File: src/rtl/irq_ctrl.sv
// Prioritised interrupt controller with IE/IF registers and vectored acknowledge.
// Flags set 1 cycle (pulse) or 3 enabled cycles (edge) after src; all state frozen while ce=0.
module irq_ctrl #(
    parameter int                 NUM_SRC   = 5,
    parameter logic [NUM_SRC-1:0] EDGE_MASK = 5'b10001,
    parameter logic [7:0]         VEC_BASE  = 8'h40,
    parameter logic [7:0]         VEC_STEP  = 8'h08,
    parameter logic [7:0]         VEC_NONE  = 8'h55
) (
    input  logic               clk,
    input  logic               reset,
    input  logic               ce,
    input  logic [NUM_SRC-1:0] src,
    input  logic               cpu_sel_ie,
    input  logic               cpu_sel_if,
    input  logic               cpu_wr,
    input  logic [7:0]         cpu_di,
    output logic [7:0]         cpu_do,
    input  logic               ack,
    output logic               irq_n,
    output logic [7:0]         vec
);

    localparam logic [0:0] ST_IDLE = 1'b0;
    localparam logic [0:0] ST_ACK  = 1'b1;

    logic [NUM_SRC-1:0] ie_r;
    logic [NUM_SRC-1:0] if_r;
    logic [NUM_SRC-1:0] sync1;
    logic [NUM_SRC-1:0] sync2;
    logic [NUM_SRC-1:0] sync3;
    logic [NUM_SRC-1:0] arm;
    logic               primed;
    logic [0:0]         ack_state;
    logic [2:0]         lat_idx;
    logic               lat_vld;
    logic [7:0]         lat_vec;

    logic [NUM_SRC-1:0] pend;
    logic [NUM_SRC-1:0] edge_evt;
    logic [NUM_SRC-1:0] pulse_evt;
    logic [NUM_SRC-1:0] set_evt;
    logic [NUM_SRC-1:0] clr_mask;
    logic [NUM_SRC-1:0] if_next;
    logic               sel_vld;
    logic [2:0]         sel_idx;
    logic [7:0]         sel_vec;
    logic               ack_rise;
    logic               ack_fall;
    logic               wr_ie;
    logic               wr_if;
    logic               unused_di;

    assign unused_di = ^cpu_di;

    // An edge source only counts once it has been seen low after reset, so a
    // line held high through reset release does not fire.
    assign edge_evt  = sync2 & ~sync3 & arm & EDGE_MASK;
    assign pulse_evt = src & ~EDGE_MASK;
    assign set_evt   = edge_evt | pulse_evt;

    assign pend  = ie_r & if_r;
    assign irq_n = ~(|pend);

    // Descending scan so the lowest pending index wins.
    always_comb begin
        sel_vld = 1'b0;
        sel_idx = 3'd0;
        sel_vec = VEC_NONE;
        for (int i = NUM_SRC - 1; i >= 0; i--) begin
            if (pend[i]) begin
                sel_vld = 1'b1;
                sel_idx = 3'(i);
                sel_vec = VEC_BASE + 8'(i) * VEC_STEP;
            end
        end
    end

    assign ack_rise = ack && (ack_state == ST_IDLE);
    assign ack_fall = !ack && (ack_state == ST_ACK);

    always_comb begin
        clr_mask = '0;
        for (int i = 0; i < NUM_SRC; i++) begin
            clr_mask[i] = ack_fall && lat_vld && (lat_idx == 3'(i));
        end
    end

    assign wr_ie = cpu_wr && cpu_sel_ie;
    assign wr_if = cpu_wr && cpu_sel_if;

    // New source events always win: they are ORed over both a write and a clear.
    assign if_next = wr_if ? (cpu_di[NUM_SRC-1:0] | set_evt)
                           : ((if_r & ~clr_mask) | set_evt);

    // During the first ack cycle the latch is not loaded yet; show the value it will take.
    assign vec = (ack && (ack_state == ST_ACK)) ? lat_vec : sel_vec;

    always_comb begin
        cpu_do = 8'hFF;
        if (cpu_sel_ie) begin
            cpu_do = 8'h00;
            for (int i = 0; i < NUM_SRC; i++) cpu_do[i] = ie_r[i];
        end else if (cpu_sel_if) begin
            for (int i = 0; i < NUM_SRC; i++) cpu_do[i] = if_r[i];
        end
    end

    always_ff @(posedge clk) begin
        if (reset) begin
            ie_r      <= '0;
            if_r      <= '0;
            sync1     <= '0;
            sync2     <= '0;
            sync3     <= '0;
            arm       <= '0;
            primed    <= 1'b0;
            ack_state <= ST_IDLE;
            lat_idx   <= 3'd0;
            lat_vld   <= 1'b0;
            lat_vec   <= VEC_NONE;
        end else if (ce) begin
            sync1  <= src;
            sync2  <= sync1;
            sync3  <= sync2;
            primed <= 1'b1;
            arm    <= arm | ({NUM_SRC{primed}} & ~sync1);
            if_r   <= if_next;
            if (wr_ie) ie_r <= cpu_di[NUM_SRC-1:0];

            case (ack_state)
                ST_IDLE: begin
                    if (ack_rise) begin
                        ack_state <= ST_ACK;
                        lat_idx   <= sel_idx;
                        lat_vld   <= sel_vld;
                        lat_vec   <= sel_vec;
                    end
                end
                default: begin
                    if (ack_fall) begin
                        ack_state <= ST_IDLE;
                        lat_vld   <= 1'b0;
                    end
                end
            endcase
        end
    end

endmodule
File: config.mk
export PLATFORM = sky130hd
export DESIGN_NAME = irq_ctrl
export DESIGN_NICKNAME = d
export VERILOG_FILES = /design/src/rtl/irq_ctrl.sv
export SDC_FILE = /design/constraint.sdc
export NUM_CORES = 1
export LEC_CHECK = 0
export ABC_AREA = 1
export BUFFER_PORTS_ARGS = -buffer_cell sky130_fd_sc_hd__buf_2
export CAP_MARGIN = 20
export CORE_UTILIZATION = 55
export DETAILED_ROUTE_END_ITERATION = 10
export PLACE_DENSITY = 0.83
export SYNTH_ARGS = -nofsm -noshare
export SYNTH_HDL_FRONTEND = slang
export SYNTH_SLANG_ARGS = --single-unit
File: constraint.sdc
create_clock -name clk -period 1.8 [get_ports clk]
set_input_delay 0.18 -clock clk [delete_from_list [all_inputs] [get_ports clk]]
set_output_delay 0.18 -clock clk [all_outputs]
set_load 0.01 [all_outputs]
==> results of run 1 <==
## state kept, by name, summed over array words and instances, names as in the netlist, 2 cells and up
name,flops
sync2,2
arm,2
lat_vec,3
lat_idx,2
ie_r,5
sync1,2
if_r,5
sync3,2
## logic make-up (layout without fill, tap and decap cells)
kind of cell	Yosys count	count (layout)	synth area share [%]
simple gates	70	70	22.5
compound gates	58	58	22.6
buf+inv	37	63	12.5
flops	26	26	39.1
fa+ha+maj	3	3	2.82
other cells	2	3	0.564
## cells in the mapped netlist
library cell,instances
o21ai_0,32
buf_2,1
buf_4,7
o31ai_1,1
ha_1,3
o31ai_2,1
nor2_1,17
nor3_1,2
inv_2,1
nand4_1,1
nand3_4,1
clkbuf_1,3
nand2_2,1
nor2_4,1
conb_1,2
nor3b_1,1
dfxtp_1,26
a21oi_1,24
nand2_1,43
inv_1,25
nand3_1,3
## critical path, delay by kind of cell (launching register included)
family / cells / cell delay, ps
compound gates: 1 / 200
buf+inv: 1 / 170
flops: 1 / 340
simple gates: 4 / 560
## power by group through the flow
stage                     Clock, mW  Sequential (mW)  Combinational (mW)
after floorplan                   0            0.643               0.133
after detailed placement          0            0.649               0.184
final                         0.301            0.636               0.193
after CTS                     0.304            0.636               0.185
after global routing          0.330            0.642               0.220
after global placement            0            0.646               0.178
## layer usage
layer	wire (um)	vias to the layer above	share of wire [%]
met5	0	-	0
met2	1390	37	48
met4	40	0	1.4
li1	-	677	-
met3	117	5	4.1
met1	1330	595	46
## placed cells by master, fill, tap and decap left out, types with 2 or more instances in the layout
master	Yosys	final
dfxtp_1	26	26
a21oi_1	24	24
buf_4	7	3
nor2_1	17	17
nor3_1	2	2
inv_1	25	25
o21ai_0	32	31
nand2_1	43	43
buf_2	1	30
nand3_1	3	3
conb_1	2	3
ha_1	3	2
clkbuf_4	0	3
## through the flow
stage	area, um^2	hold WS, ps	util [%]
final	1510	131	67.1
after global routing	1510	142	67.1
after CTS	1490	136	66.0
after detailed placement	1450	454	64.4
after global placement	1450	445	64.4
after floorplan	1340	249	-
## layout make-up
class | instances | share of cell area [%]
Clock buffer | 4 | 2.40
Inverter | 26 | 6.45
Multi-Input combinational cell | 134 | 43.0
Sequential cell | 26 | 34.4
Tap cell | 28 | 2.32
Timing Repair Buffer | 33 | 11.4
## how the worst min path moves through the flow
stage	startpoint	endpoint
6_report	src[4]	sync1[4]
5_1_grt	src[0]	sync1[0]
2_1_floorplan	reset	sync3[0]
3_5_place_dp	arm[0]	arm[0]
3_3_place_gp	arm[0]	arm[0]
4_1_cts	cpu_di[1]	ie_r[1]
## repair_timing
item / CTS / global route
buffers inserted: 0 / 3
endpoints found under the setup margin: 0 / 3
gates resized for setup: 0 / 2
hold buffers: 0 / 0
==> metrics, run 1 <==
part of the power in combinational logic=17.1%; status=completed; nets@finish=247; grt peak-use layer=met2; number of diodes=0; Synth Area per Inst=around 6.8 um^2; CTS tree=built; Die Height=a little over 50 um; power per standard cell area=around 750 nW/um^2; vias in the first global route=about 1100; core area=about 2300 um^2; Flop pwr share=about 56%; dpl cells=244; global routing usage on met1=a little under a third; CTS Sinks=26; count of final setup violators=0; crit-path cells=nand2_1 > nand2_1 > nor2_1 > nand2_1 > o21ai_0 > buf_2; Clock Skew=~2.0 ps; Clk network pwr share=a little over a quarter; Synth area leaders=dfxtp_1 (39%), nand2_1 (12%), o21ai_0 (12%); largest net degree at the start of global routing=24; Worst Path Class, Setup=flop to output pin; IO Count=37; number of H-tree levels=1; Routed Antenna Nets=0; Initial Util=between 50 and 60%; GRT overflow=0; first-pass GRT wire length=around 4700 um; share of post-route cells with drive strength above 1=19.3%; sequential area share after synthesis=between 30% and 40%; R2R cell count=8; Yosys reg bits=26; dpl hpwl=2110 um; Fill cells=~200; Final Max Tran Viols=0; number of antenna violations at the first check in global routing=0; CTS root buf=clkbuf_4; FF/Latch Area=520 um^2; Achievable Freq=around 560 MHz; Synth area leader=dfxtp_1; Place WS=394 ps; setup ws final=20.2 ps; Startpoint Class=flop; cts bufs inserted=3; VDD IR-drop max=a little under 0.7 mV; Worst-Skew Late Latency=approximately 330 ps; Unique masters post-synth=21; Final Hold Viols=0; r2r setup slk=about 360 ps; Worst path most repeated cell=nand2_1; RR Startpoint=ack_state; die area=between 2000 and 3000 um^2; Vias per Instance=between 5 and 6; CP arrival=roughly 1600 ps; GR Layer Usage met3=under 10%; Die X=~51 um; Detailed Routing Iterations Pass 1=4; Required @ worst endpoint=1620 ps; port buffer count=30; CP peak stage delay=between 300 and 400 ps; gr usage total=approximately a quarter; initial detailed-routing violation count=35; setup TNS=0 ps; total net switching power=0.319 mW; Site Rows=17; crit share post-route=between 90 and 100%; peak fanout along the critical path=3; P_leak=between 0.6 and 0.7 nW; Multi-input gate area=~650 um^2; CP endpoint kind=output pin; Max clock buf depth=2; hold path cells=3; Yosys warnings=0; non-filler cells, final=251; MaxCap Viol Count=0; PnR Total Power=1.13 mW; via count=around 1300; gpl congestion=0.869; Setup crit end=vec[5]; clock-pin slew on the worst setup and hold paths=140 ps; Syn Inst Count=a little under 200; r2r endpoint=if_r[3]; P_int=about 0.81 mW; DRT Wirelength=about 2900 um; Critical Path Start=if_r[2]; synthesis-to-finish area growth=13.6%; met2 Resource Use GR=39.7%; post-synthesis cell area=between 1000 and 1500 um^2; DRC viols=0; slowest CP cell=dfxtp_1; Synth top area share=approximately 39%; min Tclk post-route=1780 ps; switching share of power=28.2%; WL/cell=between 10 and 15 um; Hold/Removal Path Class=input port to flop
Power figures use the tool's default switching activity.
==> inputs of run 2 (changes only) <==
- CORE_UTILIZATION: 55 -> 40
- PLACE_DENSITY: 0.83 -> default
==> run 2 against run 1 <==
Compared with the run above:
- worst setup slack better by 140 ps
- combinational power barely moved
- sequential power is essentially flat
- fmax grew 8.5%
- clock skew increased by 0.97 ps
- clock-buffer cell count did not move
- die area rose by 36%
- sequential share of layout area down 0.28 points
- highest routed layer unchanged
==> metrics, run 2 (synthesis results as in run 1) <==
non-filler cells, final=266; RSZ-0062 raised after global routing=no; MaxCap Viol Count=0; Detailed Routing Iterations Pass 1=4; first-pass GRT wire length=about 5000 um; CTS root buf=clkbuf_4; CP endpoint kind=output pin; GRT overflow=0; post-route cell area=about 1500 um^2; CP delay by family, top=simple AND/OR/NAND/NOR gates; Initial Util=~43%; CTS tree=built; CP peak stage delay=around 340 ps; port buffer count=30; Crit path depth=6; crit-path cells=nand2_1 > nand2_1 > nor2_1 > nand2_1 > o21ai_0 > buf_2; Cell Area, Placed=about 1500 um^2; Clock Skew=about 2.9 ps; Hold Slack=135 ps; largest net degree at the start of global routing=17; Max clock buf depth=2; power per standard cell area=around 740 nW/um^2; fin util=49.2%; number of antenna violations at the first check in global routing=0; number of H-tree levels=1; crit share post-route=91.1%; gr usage total=a little under a fifth; PnR Total Power=1.12 mW; dpl hpwl=about 2200 um; Vias per Instance=4.86; Site Rows=20; min Tclk post-route=1640 ps; CP arrival=between 1000 and 1500 ps; share of post-route cells with drive strength above 1=18.9%; Routed Antenna Nets=0; IO Count=37; Achievable Freq=roughly 610 MHz; Final Hold Viols=0; via count=roughly 1300; cts bufs inserted=3; dpl cells=261; P_leak=a little under 0.7 nW; Required @ worst endpoint=approximately 1600 ps; R2R cell count=8; nets@finish=between 200 and 250; VDD IR-drop max=0.410 mV; Crit path buffers/inverters=1; Place WS=409 ps; gpl congestion=between 0.7 and 0.8; Die Height=59.7 um; Worst Path Class, Setup=flop to output pin; CTS Sinks=26; Fill cells=about 340; status=completed; hold path cells=3; setup ws final=roughly 160 ps; peak fanout along the critical path=3; biggest regs=ie_r (5), if_r (5), lat_vec (3); number of diodes=0; Worst path most repeated cell=nand2_1; CTS Hold Bufs=0; Final Max Tran Viols=0; DRC viols=0; core area=~3100 um^2; Die X=59.7 um; initial detailed-routing violation count=53; most frequent cells in the layout=nand2_1 (43), o21ai_0 (31), buf_2 (30); DRT Wirelength=~3000 um; Hold/Removal Path Class=input port to flop; synthesis-to-finish area growth=14.6%; setup TNS=0 ps; count of final setup violators=0; slowest CP cell=dfxtp_1; die area=3560 um^2; commonest non-fill, non-tap cell in the layout=nand2_1; vias in the first global route=between 1000 and 1500; Startpoint Class=flop; Worst-Skew Late Latency=approximately 320 ps; clock-pin slew on the worst setup and hold paths=between 100 and 150 ps; WL/cell=11.2 um
==> run 2: cell count changes in the layout (fill, tap and decap cells not counted) <==
cell / previous run / this run
buf_4: 3 / 2
==> run 2: path summary, 6_finish.rpt <==
| kind | slack, ps | to | from |
|---|---|---|---|
| max | 160 | vec[5] | if_r[2] |
| min | 130 | sync1[4] | src[4] |
| max reg2reg | 370 | if_r[1] | ack_state |
| min reg2reg | 480 | arm[4] | arm[4] |
==> run 2: routing by layer <==
metal  vias to the layer above  wire (um)  track usage (%)
met2                        25       1400             31.1
met1                       590       1460             24.3
met3                         4         91             2.60
met5                         -          0                0
met4                         0         32             7.31
li1                        675          -                -
==> run 2: worst register-to-register path: cells and delay by family (launching register included) <==
kind,cells,cell delay [ps]
adders and majority gates,1,220
AOI/OAI and AO/OA,1,50
DFF,1,500
and+or+nand+nor,6,560
==> run 2: power breakdown <==
part / total (mW) / internal [mW] / switching, mW
Clock: 0.296 / 0.124 / 0.172
Combinational: 0.190 / 0.0735 / 0.117
Sequential: 0.637 / 0.612 / 0.0250
Total: 1.12 / 0.809 / 0.314
==> run 2: timing repair <==
item / 4_1_cts / 5_1_grt
setup endpoints to repair: 0 / 2
gates resized for setup: 0 / 2
setup buffers: 0 / 1
==> run 2: cell type report <==
type                            instances  area (um^2)  area share [%]
Clock buffer                            4         36.3            2.38
Inverter                               26         97.6            6.40
Multi-Input combinational cell        134          651            42.7
Sequential cell                        26          520            34.1
Tap cell                               44         55.1            3.61
Timing Repair Buffer                   32          165            10.8
